## src/rtl/fifo_push_arbiter.sv

```systemverilog
// fifo_push_arbiter
// Round-robin arbiter that lets NUM_REQ producers share one fifo write port.
// The winning word is captured in a single output register, which drives the
// fifo push/data pins and waits while the fifo reports full. A flush request
// discards any word still held in that register and then pulses the fifo
// flush for one cycle, so no stale word can reach the fifo afterwards.

module fifo_push_arbiter #(
   parameter  int NUM_REQ = 4,
   parameter  int XLEN    = 32,
   localparam int ID_W    = $clog2(NUM_REQ)
) (
   input  logic                    clk_i,
   input  logic                    rst_i,
   input  logic [NUM_REQ-1:0]      req_valid_i,
   input  logic [NUM_REQ*XLEN-1:0] req_data_i,
   output logic [NUM_REQ-1:0]      req_ready_o,
   input  logic                    flush_req_i,
   input  logic                    fifo_full_i,
   output logic                    fifo_push_o,
   output logic [XLEN-1:0]         fifo_data_o,
   output logic                    fifo_flush_o,
   output logic [ID_W-1:0]         last_id_o,
   output logic                    busy_o
);

   typedef enum logic [1:0] {
      IDLE   = 2'd0,
      LOADED = 2'd1,
      FLUSH  = 2'd2
   } state_t;

   state_t          state_q, state_d;
   logic [XLEN-1:0] outData_q, outData_d;
   logic [ID_W-1:0] outId_q, outId_d;
   logic [ID_W-1:0] ptr_q, ptr_d;

   logic [ID_W-1:0] winner;
   logic [ID_W:0]   idx;
   logic [XLEN-1:0] selData;
   logic            anyValid;
   logic            accept;
   logic            outVld;
   logic            inFlush;
   logic            drain;
   logic            canLoad;

   // The output register holds a word exactly when the FSM is in LOADED
   assign outVld  = (state_q == LOADED);
   assign inFlush = (state_q == FLUSH);
   assign drain   = fifo_push_o;
   assign canLoad = (~outVld | drain) & ~flush_req_i & ~inFlush;
   assign accept  = canLoad & anyValid;

   assign fifo_data_o = outData_q;
   assign last_id_o   = outId_q;

   // Round-robin search starting at the pointer, wrapping modulo NUM_REQ so
   // that non power-of-two requester counts never index past the last one
   always_comb begin
      winner   = '0;
      anyValid = 1'b0;
      idx      = '0;
      for (int i = 0; i < NUM_REQ; i++) begin
         idx = {1'b0, ptr_q} + (ID_W+1)'(i);
         if (idx >= (ID_W+1)'(NUM_REQ)) begin
            idx = idx - (ID_W+1)'(NUM_REQ);
         end
         if (!anyValid && req_valid_i[idx[ID_W-1:0]]) begin
            anyValid = 1'b1;
            winner   = idx[ID_W-1:0];
         end
      end
   end

   // Grant is a pure function of valids, pointer and load capacity, never of data
   always_comb begin
      req_ready_o = '0;
      if (accept) begin
         req_ready_o = NUM_REQ'(1) << winner;
      end
   end

   // Word mux for the winning requester
   always_comb begin
      selData = '0;
      for (int k = 0; k < NUM_REQ; k++) begin
         if (winner == ID_W'(k)) begin
            selData = req_data_i[k*XLEN +: XLEN];
         end
      end
   end

   // FSM state register
   always_ff @(posedge clk_i or posedge rst_i) begin
      if (rst_i) begin
         state_q <= IDLE;
      end else begin
         state_q <= state_d;
      end
   end

   // FSM next state; flush always beats a pending accept or drain
   always_comb begin
      state_d = state_q;
      case (state_q)
         IDLE: begin
            if (flush_req_i) begin
               state_d = FLUSH;
            end else if (accept) begin
               state_d = LOADED;
            end
         end
         LOADED: begin
            if (flush_req_i) begin
               state_d = FLUSH;
            end else if (accept) begin
               state_d = LOADED;
            end else if (drain) begin
               state_d = IDLE;
            end
         end
         FLUSH: begin
            state_d = flush_req_i ? FLUSH : IDLE;
         end
         default: begin
            state_d = IDLE;
         end
      endcase
   end

   // FSM outputs; push is blocked while flushing so a dropped word never leaks
   always_comb begin
      fifo_push_o  = outVld & ~fifo_full_i & ~inFlush;
      fifo_flush_o = inFlush;
      busy_o       = outVld | inFlush;
   end

   // Next value of the output word, its owner and the round-robin pointer
   always_comb begin
      outData_d = outData_q;
      outId_d   = outId_q;
      ptr_d     = ptr_q;
      if (accept) begin
         outData_d = selData;
         outId_d   = winner;
         ptr_d     = (winner == ID_W'(NUM_REQ - 1)) ? '0 : winner + ID_W'(1);
      end
   end

   // Datapath registers for the held word and the arbitration pointer
   always_ff @(posedge clk_i or posedge rst_i) begin
      if (rst_i) begin
         outData_q <= '0;
         outId_q   <= '0;
         ptr_q     <= '0;
      end else begin
         outData_q <= outData_d;
         outId_q   <= outId_d;
         ptr_q     <= ptr_d;
      end
   end

endmodule

```

## config.mk

```make
export PLATFORM = sky130hd
export DESIGN_NAME = fifo_push_arbiter
export DESIGN_NICKNAME = d
export VERILOG_FILES = /design/src/rtl/fifo_push_arbiter.sv
export SDC_FILE = /design/constraint.sdc
export NUM_CORES = 1
export LEC_CHECK = 0
export CORE_AREA = 3 3 102 104
export CTS_CLUSTER_DIAMETER = 200
export DETAILED_ROUTE_END_ITERATION = 10
export DIE_AREA = 0 0 105 107
export PLACE_DENSITY = 0.66
export SLEW_MARGIN = 20
export SYNTH_ARGS = -nofsm -noshare
export SYNTH_HDL_FRONTEND = slang
export SYNTH_SLANG_ARGS = --single-unit
```

## constraint.sdc

```tcl
create_clock -name clk_i -period 2.9 [get_ports clk_i]
set_clock_uncertainty 0.1 [all_clocks]
set_input_delay 0.58 -clock clk_i [delete_from_list [all_inputs] [get_ports clk_i]]
set_output_delay 0.58 -clock clk_i [all_outputs]
set_load 0.03 [all_outputs]
```

==> flow_summary.yaml, run 1 <==
status:
  status: "complete, no violations"
timing:
  layout_min_cycle_time_ns: 2.74
  drv_slew: 0
  fin_tns_setup_ns: 0
  tightestPinTransition_ns: 0.831
  max_clock_freq_ghz: 0.366
  rsz0062_at_grt: "no"
  hold_viol: 0
  timing.final.crit_share: 0.943
  slew_headroom: 0.445
  setup_viol: 0
yosys:
  synth_commonest_cells: "a21oi_1, dfrtp_1, inv_1, nand2_1"
  synth_edf_count: 0
  async_reset_ff_frac: 1.00
  synthFlopType: "dfrtp_1"
  synthDistinctLibCells: 34
  yosysMostFrequentCell: "a21oi_1"
  synth_fp_nets: 495
  synth_top_area_share: 0.335
  ys_seq_area_frac: 0.335
  ys_ff_latch: 38
  syn_inst: 351
  ys_warn_count: 0
  synth_area_sq_um: 2840
  synth.avg_cell_area_sq_um: 8.08
  synth.largest_area_cell: "dfrtp_1"
  synth_area_leaders: "dfrtp_1, a21oi_1, a221o_1"
floorplanning:
  floorplan.initialDensity: 0.294
  die_h_um: 107
  fp-row-count: 36
  die_w_um: 105
  die-area_sq_um: 11200
  coreArea_sq_um: 9640
  ios: 177
detailed_routing:
  drc_errors: 0
  postRouteAntennaNets: 0
  first_iter_violations: 104
  vias_per_cell: 5.14
  first_pass_iters: 4
  wl_mm: 10.6
  avgRoutedWirePerCell_um: 16.1
  vias: 3369
layout:
  area_growth_pct: 76.2
  drive_above_1_share: 0.105
  finalInstanceArea_sq_um: 4990
  num-nets-final: 666
  fill_cells: 924
  insertedDiodeCount: 0
setup_path:
  path_common_cell: "buf_4"
  critical_path.max_stage_delay_ns: 0.30
  critical_path.max_fanout: 3
  slowest_stage: "a311oi_2"
  worstSetupPathType: "in -> out"
  cp_top_family: "buffers and inverters"
  start_kind: "input port"
  cp.arrival_ns: 2.06
  cp.required_ns: 2.22
  endpoint_kind: "output port"
  crit_path_cell_trace: "dlygate4sd2_1, nor2b_2, a311oi_2, buf_4, nor2_2, ha_2, and3_2, buf_4"
  cp.buffers_inverters: 3
global_route:
  track_usage: 0.183
  gr-total-overflow: 0
  grt_max_degree: 65
  antenna_found_initial: 0
  grt_pass1_vias: 3308
  grt_pass1_wl_mm: 16.6
power:
  powerDensity_nw_per_um2: 935
  leakagePower_nw: 2.02
  power_mw: 4.67
  peakVddDrop_mv: 0.341
clock_tree:
  worstSkewPairLatency_ns: 0.30
  clkTransAtPathRegs_ns: 0.08
  numCtsBuffers: 5
  clock_sinks: 38
  clockRootBuffer: "clkbuf_8"
  htree_num_levels: 2
  clk_path_buf_depth: 2
  cts_tree: "built"
place:
  port_buffers: 176
  placed_area_sq_um: 4820
  place_congestion: 0.801
  dp_hpwl_mm: 7.85
worst_hold_path:
  hold_path.class: "reg -> reg"
flow_run:
  max_cap_viol_count: 0
==> where the power goes <==
group          internal [mW]  leakage (nW)  switching, mW  total (mW)
logic                   1.43          1.51           1.70        3.13
registers              0.805         0.437          0.163       0.968
clock network          0.367        0.0714          0.206       0.573
total                   2.60          2.02           2.07        4.67
==> cells in the final DEF (no fill, tap or decap), types with 3 or more instances in the layout <==
master and instances:
a21oi_1 66, a221o_1 32, a31oi_1 32, and3_1 3, buf_12 3, buf_4 25, clkbuf_8 6, clkdlybuf4s50_1 168
dfrtp_1 38, dlymetal6s2s_1 3, ha_1 5, ha_2 3, inv_1 36, nand2_1 34, nand2b_1 3, nand3b_1 32
==> stage by stage <==
stage | setup slack [ns] | cells | util | hold slack, ns
global route | 0.0797 | 656 | 0.518 | 0.461
CTS | 0.00545 | 656 | 0.517 | 0.428
finish | 0.164 | 656 | 0.518 | 0.416
floorplan | 0.0872 | 351 | - | 0.435
global placement | -0.0331 | 648 | 0.500 | 0.411
detailed placement | -0.104 | 648 | 0.500 | 0.408
==> cell type report <==
class                   count  area [sq um]  area share
inverters                  37           139      0.0278
well taps                 133           166      0.0333
repair buffers            200          1980       0.396
multi-input cells         240          1620       0.324
clock buffers               6          82.6      0.0165
clock inverters             2          60.1      0.0120
flip-flops and latches     38           951       0.190
==> kinds of logic after synthesis <==
family                   share of synthesized area
multiplexers                               0.00397
flip-flops                                   0.335
AO/OA/AOI/OAI                                0.339
adder cells (fa/ha/maj)                     0.0353
buffers and inverters                        0.112
AND/OR/NAND/NOR                              0.174
==> state kept, by name (all words and copies together), names as in the netlist <==
signal / cells
fifo_data_o: 32
state_q: 2
last_id_o: 2
ptr_q: 2
==> routing by layer <==
layer	vias to the layer above	wire length (um)	GRT usage
met5	-	0	0
met3	15	876	0.0470
met1	1570	4170	0.214
met4	0	205	0.0525
met2	150	5340	0.331
li1	1634	-	-
==> worst register-to-register path, cell delays in order (launching register included) <==
cell and delay (ns):
dfrtp_1 0.42, nand2b_1 0.17, a21o_1 0.21, and3_4 0.20, ha_2 0.20, buf_12 0.17, nand3b_1 0.24, a221o_1 0.32
a31oi_1 0.16
==> path summary, 6_finish.rpt <==
path	from	endpoint	slack (ns)	depth (start not counted)
max reg2reg	ptr_q[0]	fifo_data_o[30]	0.64	8
max in group asynchronous	rst_i	fifo_data_o[1]	1.50	2
min in group asynchronous	rst_i	fifo_data_o[6]	0.66	2
max	req_valid_i[2]	req_ready_o[3]	0.16	8
min	last_id_o[1]	last_id_o[1]	0.42	2
min reg2reg	last_id_o[1]	last_id_o[1]	0.42	2
==> timing repair <==
action	in CTS	in global routing
setup buffers	0	0
endpoints found under the setup margin	4	4
pin swaps	1	2
endpoints found under the hold margin	0	0
gates resized for setup	7	4
hold buffers	0	0
Note: power is estimated with default switching activity, not from simulation.
==> run 2, diff against run 1 <==
CORE_AREA = 3 3 93 113   (was 3 3 102 104)
CTS_CLUSTER_DIAMETER = 40   (was 200)
DIE_AREA = 0 0 96 116   (was 0 0 105 107)
PLACE_DENSITY = 0.67   (was 0.66)
==> run 2 against run 1 <==
Effect of this change: fmax up 2.3%; flip-flop and latch count stayed put; routed wire length up 1.0%; final cell count down 2.3%; combinational power about the same; largest cell class unchanged; worst hold slack improved by 0.025 ns; power decreased by 0.36%; global-route usage increased by 0.20 points; sequential share of layout area is 0.057 points higher; design area decreased by 0.30%; register-to-register slack worse by 0.15 ns.
==> flow_summary.yaml, run 2 (synthesized netlist as in run 1, its figures left out) <==
place:
  post-place-cells: 632
  dp_hpwl_mm: 7.82
  port_buffers: 176
  placed_area_sq_um: 4750
  place_congestion: 0.761
setup_path:
  worstSetupPathType: "in -> out"
  critical_path.max_fanout: 5
  cp.arrival_ns: 1.99
  cp_top_family: "buffers and inverters"
  endpoint_kind: "output port"
  slowest_stage: "dlygate4sd2_1"
  crit_path_cell_trace: "dlygate4sd2_1, inv_1, a311oi_2, buf_4, or2_4, ha_2, and3_1, buf_4"
  crit_start: "req_valid_i[1]"
  critical_path.max_stage_delay_ns: 0.27
  start_kind: "input port"
  path_common_cell: "buf_4"
  r2r-start: "ptr_q[1]"
  cp.buffers_inverters: 4
  cp.required_ns: 2.22
global_route:
  grt_pass1_vias: 3368
  grt_max_degree: 65
  antenna_found_initial: 0
  gr-total-overflow: 0
  track_usage: 0.185
  grt_pass1_wl_mm: 16.4
timing:
  setup_viol: 0
  whs_ns: 0.441
  max_clock_freq_ghz: 0.374
  tightestPinTransition_ns: 0.833
  rsz0062_at_grt: "no"
  layout_min_cycle_time_ns: 2.67
  hold_viol: 0
  timing.final.crit_share: 0.922
  slew_headroom: 0.444
  drv_slew: 0
clock_tree:
  htree_num_levels: 2
  holdBufCountCts: 0
  cts_tree: "built"
  clock_sinks: 38
  clockRootBuffer: "clkbuf_16"
  numCtsBuffers: 5
  clkTransAtPathRegs_ns: 0.06
  clk_path_buf_depth: 2
  worstSkewPairLatency_ns: 0.27
power:
  swShare: 0.450
  comb_power_share: 0.673
  leakagePower_nw: 2.00
  seqPwrFrac: 0.210
  peakVddDrop_mv: 0.373
  clockPowerShare: 0.117
  power_mw: 4.66
  p_sw_mw: 2.09
  powerDensity_nw_per_um2: 935
  internal_power_mw: 2.56
layout:
  layoutNonFillerInstCount: 641
  drive_above_1_share: 0.0985
  final_common_cell: "clkdlybuf4s50_1"
  insertedDiodeCount: 0
  final_cell_mix: "clkdlybuf4s50_1, a21oi_1, dfrtp_1, inv_1, nand2_1"
  largest_reg_flops: 32
  fill_cells: 932
  num-nets-final: 661
  area_growth_pct: 75.6
  finalInstanceArea_sq_um: 4980
detailed_routing:
  wl_mm: 10.7
  vias_per_cell: 5.23
  first_pass_iters: 4
  vias: 3353
  first_iter_violations: 172
  drc_errors: 0
  avgRoutedWirePerCell_um: 16.7
  postRouteAntennaNets: 0
worst_hold_path:
  hold_start: "fifo_data_o[9]"
  hold_path.class: "reg -> reg"
floorplanning:
  die-area_sq_um: 11100
  coreArea_sq_um: 9520
  die_h_um: 116
  die_w_um: 96
  fp-row-count: 39
  ios: 177
  floorplan.initialDensity: 0.298
flow_run:
  max_cap_viol_count: 0
status:
  status: "complete, no violations"
[run 2: cell type report]
cell class,instances,area [sq um],area share
clock inverters,1,5.00,0.00101
multi-input cells,240,1660,0.333
clock buffers,7,143,0.0286
flip-flops and latches,38,951,0.191
repair buffers,195,1930,0.387
well taps,123,154,0.0309
inverters,37,139,0.0279
[run 2: routing by layer]
metal / GRT usage / vias up / routed length (um)
met3: 0.0487 / 10 / 885
met2: 0.339 / 139 / 5540
met4: 0.0398 / 0 / 101
met1: 0.213 / 1579 / 4170
met5: 0 / - / 0
li1: - / 1625 / -
[run 2: timing repair]
item | in CTS | in global routing
pin swaps | 0 | 2
setup endpoints to repair | 4 | 4
resized for setup | 4 | 15
setup buffers | 0 | 1
[run 2: final timing paths]
path | end | slack, ns | depth (start not counted)
max | req_ready_o[0] | 0.23 | 8
min | fifo_data_o[9] | 0.44 | 2
max reg2reg | fifo_data_o[6] | 0.49 | 9
min reg2reg | fifo_data_o[9] | 0.44 | 2
max in group asynchronous | fifo_data_o[22] | 1.47 | 2
min in group asynchronous | fifo_data_o[30] | 0.71 | 2
[run 2: power groups by stage]
stage,combinational (mW),clock [mW],sequential [mW]
final,3.13,0.544,0.980
after global routing,3.37,0.585,1.02
after CTS,3.10,0.564,0.979
after detailed placement,3.09,0,0.981
after global placement,3.06,0,0.971
after floorplan,1.46,0,1.44
[run 2: worst min-delay path: cells and delay by family, from the launching register on]
kind           cells  cell delay, ns
flip-flops         1            0.34
AO/OA/AOI/OAI      2            0.16
[run 2: metrics by stage]
step / worst slack [ns] / utilization / TNS [ns]
after floorplan: 0.0872 / - / 0
after global placement: -0.0679 / 0.499 / -0.865
after detailed placement: -0.106 / 0.499 / -2.19
after CTS: -0.0279 / 0.515 / -0.0470
after global routing: 0.0841 / 0.523 / 0
final: 0.226 / 0.523 / 0
